**src/rtl/scc_sound.sv**
```systemverilog
// scc_sound: Konami SCC / SCC+ wavetable sound generator, five channels.
// Holds the wave RAM and the channel registers, and mixes the channels into signed PCM.
// Ports:
//   clk, reset     clock and synchronous active-high reset
//   clk_en         chip-clock enable that advances the tone logic
//   req/wr/rd      CPU access from the mapper
//   addr/din/mode  CPU access from the mapper
//   dout           registered read data
//   wave_out       registered 15-bit signed mix
// Build option SCC_PLUS_EN: 160-byte wave RAM, and mode=1 selects the SCC+ map.
// Without SCC_PLUS_EN: mode is ignored, the RAM is 128 bytes, and ch4 plays the ch3 wave.
module scc_sound #(
  parameter int CH_DIV = 1
) (
  input  logic               clk,
  input  logic               reset,
  input  logic               clk_en,
  input  logic               req,
  input  logic               wr,
  input  logic               rd,
  input  logic [7:0]         addr,
  input  logic [7:0]         din,
  input  logic               mode,
  output logic [7:0]         dout,
  output logic signed [14:0] wave_out
);

`ifdef SCC_PLUS_EN
  localparam int RAM_BYTES = 160;
  logic plus;
  assign plus = mode;
`else
  localparam int RAM_BYTES = 128;
  logic plus;
  logic unused_mode;
  assign plus = 1'b0;
  assign unused_mode = mode;
`endif

  localparam int IW = $clog2(RAM_BYTES);
  localparam int PW = (CH_DIV > 1) ? $clog2(CH_DIV) : 1;

  logic [7:0]  ram [RAM_BYTES];
  logic [11:0] period [5];
  logic [3:0]  vol [5];
  logic [4:0]  enable;
  logic        deform_rst;
  logic [11:0] cnt [5];
  logic [4:0]  phase [5];
  logic [PW-1:0] presc;
  logic        tick;

  logic        ram_wr;
  logic        reg_wr;
  logic        def_wr;
  logic [3:0]  ridx;
  logic        per_wr;
  logic [7:0]  rdata;

  assign ridx   = addr[3:0];
  assign per_wr = reg_wr && (ridx < 4'd10);

  // CH_DIV clk_en pulses per tone step
  assign tick = clk_en && (presc == PW'(CH_DIV - 1));

  // Write decode
  always_comb begin
    ram_wr = 1'b0;
    reg_wr = 1'b0;
    def_wr = 1'b0;
    if (req && wr) begin
      if (plus) begin
        unique case (1'b1)
          addr < 8'hA0:        ram_wr = 1'b1;
          addr[7:5] == 3'b101: reg_wr = 1'b1;
          addr[7:5] == 3'b110: def_wr = 1'b1;
          default: ;
        endcase
      end else begin
        unique case (1'b1)
          !addr[7]:            ram_wr = 1'b1;
          addr[7:5] == 3'b100: reg_wr = 1'b1;
          addr[7:5] == 3'b111: def_wr = 1'b1;
          default: ;
        endcase
      end
    end
  end

  // Read decode; the registers are write-only and read back as FF
  always_comb begin
    rdata = 8'hFF;
    if (plus) begin
      if (addr < 8'hA0)
        rdata = ram[IW'(addr)];
    end else begin
      unique case (1'b1)
        !addr[7]:
          rdata = ram[IW'(addr[6:0])];
        addr[7:5] == 3'b101:
          rdata = ram[IW'({2'b11, addr[4:0]})];
        default: ;
      endcase
    end
  end

  // Wave RAM
  always_ff @(posedge clk) begin
    if (reset) begin
      for (int i = 0; i < RAM_BYTES; i++)
        ram[i] <= '0;
    end else if (ram_wr) begin
      ram[IW'(addr)] <= din;
    end
  end

  // Channel registers
  always_ff @(posedge clk) begin
    if (reset) begin
      for (int c = 0; c < 5; c++) begin
        period[c] <= '0;
        vol[c]    <= '0;
      end
      enable     <= '0;
      deform_rst <= 1'b0;
    end else begin
      for (int c = 0; c < 5; c++) begin
        if (per_wr && ridx[3:1] == 3'(c)) begin
          if (ridx[0])
            period[c][11:8] <= din[3:0];
          else
            period[c][7:0] <= din;
        end
        if (reg_wr && ridx == 4'(10 + c))
          vol[c] <= din[3:0];
      end
      if (reg_wr && ridx == 4'hF)
        enable <= din[4:0];
      if (def_wr)
        deform_rst <= din[5];
    end
  end

  // Tone counters and phases
  always_ff @(posedge clk) begin
    if (reset) begin
      presc <= '0;
      for (int c = 0; c < 5; c++) begin
        cnt[c]   <= '0;
        phase[c] <= '0;
      end
    end else begin
      if (clk_en)
        presc <= tick ? '0 : presc + PW'(1);
      for (int c = 0; c < 5; c++) begin
        // deform restart: the written period loads now and the phase rewinds
        if (deform_rst && per_wr && ridx[3:1] == 3'(c)) begin
          cnt[c] <= ridx[0] ? {din[3:0], period[c][7:0]}
                            : {period[c][11:8], din};
          phase[c] <= '0;
        end else if (tick) begin
          if (cnt[c] != '0) begin
            cnt[c] <= cnt[c] - 12'd1;
          end else begin
            cnt[c]   <= period[c];
            phase[c] <= phase[c] + 5'd1;
          end
        end
      end
    end
  end

  // Mixer: reads the RAM before any same-cycle write lands
  logic [IW-1:0]      widx [5];
  logic [7:0]         samp [5];
  logic signed [12:0] prod [5];
  logic signed [14:0] mix;

  always_comb begin
    mix = '0;
    for (int c = 0; c < 5; c++) begin
      if (c == 4)
        widx[c] = plus ? IW'(8'd128 + 8'(phase[c]))
                       : IW'({2'b11, phase[c]});
      else
        widx[c] = IW'({2'(c), phase[c]});
      samp[c] = ram[widx[c]];
      prod[c] = '0;
      if (enable[c] && period[c] >= 12'd9)
        prod[c] = 13'($signed(samp[c]))
                * 13'($signed({1'b0, vol[c]}));
      mix = mix + {{2{prod[c][12]}}, prod[c]};
    end
  end

  // Output registers
  always_ff @(posedge clk) begin
    if (reset) begin
      dout     <= 8'hFF;
      wave_out <= '0;
    end else begin
      if (req && rd)
        dout <= rdata;
      if (clk_en)
        wave_out <= mix;
    end
  end

endmodule
```
**config.mk**
```make
export PLATFORM = sky130hd
export DESIGN_NAME = scc_sound
export DESIGN_NICKNAME = d
export VERILOG_FILES = /design/src/rtl/scc_sound.sv
export SDC_FILE = /design/constraint.sdc
export NUM_CORES = 2
export LEC_CHECK = 0
export ABC_AREA = 1
export CAP_MARGIN = 5
export CORE_ASPECT_RATIO = 1.1
export CORE_MARGIN = 5
export CORE_UTILIZATION = 34
export CTS_CLUSTER_SIZE = 24
export DETAILED_ROUTE_END_ITERATION = 16
export SKIP_LAST_GASP = 1
export SYNTH_ARGS = -nofsm -noshare
export SYNTH_HDL_FRONTEND = slang
export SYNTH_SLANG_ARGS = --single-unit
export TNS_END_PERCENT = 1
```
**constraint.sdc**
```tcl
create_clock -name clk -period 8.87 [get_ports clk]
set_input_delay 2.2175 -clock clk [delete_from_list [all_inputs] [get_ports clk]]
set_output_delay 2.2175 -clock clk [all_outputs]
set_load 0.02 [all_outputs]
```
==> summary.txt <==
Routing
  • Residual DRC: 0
  • Per-cell routed wire length: 24.9 um
  • Vias/cell: 5.80
  • Antenna Nets Post-Route: 0
  • DRT Pass-1 Iters: 10
  • Detailed-route via count: 67600
  • Routed WL: 290000 um
  • Drt initial violations: 9709

Clock tree
  • Sink Count: 1219
  • CTS max path bufs: 3
  • CTS Buf Count: 143
  • CTS tree: built
  • Root Driver: clkbuf_16
  • Clock Latency Late Sink: 0.82 ns
  • H-tree lvl count: 4
  • Reg clk slew, reported paths: 0.06 ns

STA
  • Final worst-path cycle share: 0.959
  • Final setup violation count: 0
  • RSZ-0062 raised after global routing: no
  • Slew @ Worst Pin: 1.32 ns
  • Worst Slack Setup Final: 0.364 ns
  • Tmin final: 8.51 ns
  • Slew headroom: 0.108
  • Worst Skew: 0.0302 ns
  • Fin Setup TNS: 0 ns
  • Final Max Slew Viols: 0
  • Achievable Freq: 118 MHz
  • Final hold violations: 0

Worst setup path
  • Worst r2r dst: wave_out[13]$_SDFFE_PP0P_
  • R2r setup slk: 0.36 ns
  • CP most frequent cell: nand2_1
  • Crit path launch type: flip-flop
  • Delay of the slowest critical-path stage: 0.63 ns
  • WP data arrival: 9.24 ns
  • Setup crit end kind: flip-flop
  • CP max FO: 31
  • WS Path Type: reg -> reg
  • Req. time, crit path: 9.61 ns
  • Reg2Reg Depth: 43
  • Reg2reg start: phase[2][0]$_SDFFCE_PN0P_
  • Worst-path cell with the longest stage delay: fa_1

Synth
  • Commonest register cell after synthesis: edfxtp_1
  • Distinct cells, synth: 54
  • Synth Instances: 8857
  • Ys async rst share: 0
  • Synthesized flop and latch total: 1219
  • Post-Synthesis Cell Area: 74300 sq um
  • Yosys top cell area share: 0.481
  • Number of synthesized flops with an enable pin: 1189
  • Sequential area share after synthesis: 0.489
  • Syn Area/Cell: 8.39 sq um
  • Post-synthesis net count: 9151
  • Most area-hungry cell type in the Yosys netlist: edfxtp_1
  • Top cells by area, synth: edfxtp_1 48%, nor2_1 8.3%, o21ai_0 7.3%, nand2_1 6.9%, inv_1 4.2%
  • Ys Warns: 0

Run
  • Max Cap Violations: 0

Place
  • Worst slack, placed: 0.313 ns
  • Final GP Congestion: 0.986
  • Buffers on Ports: 44
  • DPL Wire Length: 192000 um

GRT
  • First-pass GRT wire length: 419000 um
  • Initial antenna violation count: 10
  • Pin count of the biggest net entering global routing: 150
  • Vias in the first global route: 63300
  • Total global routing track utilization: 0.243
  • GRT overflow: 0

Floorplan
  • # rows: 180
  • Core Region: 218000 sq um
  • Die height: 500 um
  • Die Area: 228000 sq um
  • Io pins: 46
  • Die Span X: 456 um
  • Initial core utilization: 0.341

Pwr
  • Lkg Pwr: 31.9 nW
  • Sequential Power Share: 0.452
  • Worst VDD drop: 0.000204 V
  • Total chip power: 0.0150 W
  • Switching Fraction: 0.297
  • Clock power frac: 0.382
  • Internal power: 0.0106 W
  • Sw power: 0.00446 W
  • Comb power frac: 0.166
  • PD cells: 183 nW/um^2

Layout
  • Fillers: 22100
  • Layout Utilization: 0.377
  • Layout cells sized above 1: 0.0535
  • Final net count: 8921
  • Area Overhead vs Synth: 10.7%

Status
  • Status: complete, no violations

Worst hold path
  • Startpoint of the worst hold path: presc$_SDFFE_PP0P_
  • Hold endpoint: presc$_SDFFE_PP0P_
  • Hold Path Stages: 2
  • Path type of the worst min-delay path: reg -> reg
-- state kept, by name, indices dropped and copies added (netlist names) --
signal	count
wave_out	15
phase	25
cnt	60
vol	20
period	60
dout	8
presc	1
deform_rst	1
enable	5
ram	1024
-- stage by stage --
| stage | cells | cell area (sq um) | hold WS (ns) |
|---|---|---|---|
| floorplan | 8857 | 74300 | 0.454 |
| global placement | 11400 | 77600 | 0.463 |
| detailed placement | 11400 | 77600 | 0.464 |
| CTS | 11600 | 82000 | 0.475 |
| global route | 11700 | 82200 | 0.493 |
| finish | 11700 | 82200 | 0.473 |
-- cells in the mapped netlist, types with 7 or more instances --
| library cell | instances |
|---|---|
| o2111ai_1 | 29 |
| xor2_1 | 35 |
| o211ai_1 | 180 |
| a211oi_1 | 49 |
| nor3_2 | 7 |
| dfxtp_1 | 30 |
| a32oi_1 | 33 |
| ha_1 | 146 |
| nor2_1 | 1634 |
| nand3_1 | 285 |
| clkbuf_1 | 389 |
| edfxtp_1 | 1189 |
| nand3b_1 | 21 |
| fa_1 | 125 |
| a21oi_1 | 590 |
| buf_1 | 40 |
| o21ai_1 | 9 |
| inv_1 | 823 |
| o31ai_1 | 28 |
| nand4_1 | 89 |
| buf_2 | 161 |
| a22oi_1 | 137 |
| nand2_1 | 1368 |
| o21ai_0 | 1090 |
| o221ai_1 | 12 |
| o22ai_1 | 146 |
| nand2_2 | 11 |
| nor3_1 | 23 |
| xnor2_1 | 33 |
| nor2_2 | 9 |
| a211o_1 | 7 |
| or2_2 | 8 |
| nor4_1 | 11 |
| inv_2 | 23 |
| a31oi_1 | 16 |
| clkinv_1 | 26 |
-- how the worst max path moves through the flow --
stage | startpoint | end | slack (ns) | cells after the start
CTS | phase[2][0]$_SDFFCE_PN0P_ | wave_out[13]$_SDFFE_PP0P_ | 0.27 | 44
floorplan | phase[3][0]$_SDFFCE_PN0P_ | wave_out[14]$_SDFFE_PP0P_ | 1.49 | 44
detailed placement | phase[2][0]$_SDFFCE_PN0P_ | wave_out[13]$_SDFFE_PP0P_ | 0.31 | 44
finish | phase[2][0]$_SDFFCE_PN0P_ | wave_out[13]$_SDFFE_PP0P_ | 0.36 | 43
global placement | phase[2][0]$_SDFFCE_PN0P_ | wave_out[13]$_SDFFE_PP0P_ | 0.39 | 44
global route | phase[2][0]$_SDFFCE_PN0P_ | wave_out[14]$_SDFFE_PP0P_ | 0.01 | 45
-- area by class of cell --
cell class	instances	area [sq um]	share of cell area
sequential	1219	36300	0.442
multi-input combinational	6171	32300	0.393
clock buffer	174	3740	0.0455
tap	2912	3640	0.0443
inverter	873	3340	0.0406
timing repair buffer	219	2120	0.0258
clock inverter	81	694	0.00845
antenna	9	22.5	0.000274
-- layout by cell type, fill, tap and decap left out, drive strengths merged, types with 28 or more instances in the layout --
master         instances
clkbuf               178
o211ai               180
nor2                1649
nand4                 89
a32oi                 33
fa                   125
nor3                  30
xor2                  35
a211oi                49
a22oi                137
o2111ai               29
nand3                285
dfxtp                 30
clkinv                77
xnor2                 33
o22ai                146
o31ai                 28
edfxtp              1189
buf                  175
a21oi                590
clkdlybuf4s50         40
inv                  862
ha                   146
nand2               1379
o21ai               1099
-- critical path, delay by kind of cell (launching register included) --
kind	cells	cell delay, ns
AOI/OAI and AO/OA	10	1.74
adders and majority gates	8	3.54
buffers and inverters	9	0.99
DFF	1	0.55
and+or+nand+nor	16	1.61
-- cell families (layout without fill, tap and decap cells) --
group | Yosys count | count (layout) | share of synthesized area
xor+xnor | 68 | 68 | 0.00802
other cells | 0 | 9 | 0
compound gates | 2357 | 2357 | 0.180
fa+ha+maj | 271 | 271 | 0.0583
simple gates | 3475 | 3475 | 0.187
buf+inv | 1467 | 1347 | 0.0771
flops | 1219 | 1219 | 0.489
-- power by group through the flow --
| stage | clock, W | combinational (W) | sequential [W] |
|---|---|---|---|
| 3_3_place_gp | 0 | 0.00238 | 0.00689 |
| 6_report | 0.00575 | 0.00249 | 0.00680 |
| 3_5_place_dp | 0 | 0.00241 | 0.00690 |
| 2_1_floorplan | 0 | 0.00160 | 0.00683 |
| 5_1_grt | 0.00602 | 0.00272 | 0.00682 |
| 4_1_cts | 0.00578 | 0.00243 | 0.00679 |
-- what timing repair did --
item / 4_1_cts / 5_1_grt
gates resized for setup: 0 / 12
endpoints found under the setup margin: 0 / 3
hold buffers: 0 / 0
buffers inserted: 0 / 6
-- layer usage --
layer  vias up  GRT usage  wire length [um]
met5         -          0                19
met4         4      0.132             18000
met3       825     0.0505             31100
met2      4233      0.383            130000
met1     32600      0.315            111000
li1      30000          -                 -
Note: power is estimated with default switching activity, not from simulation.
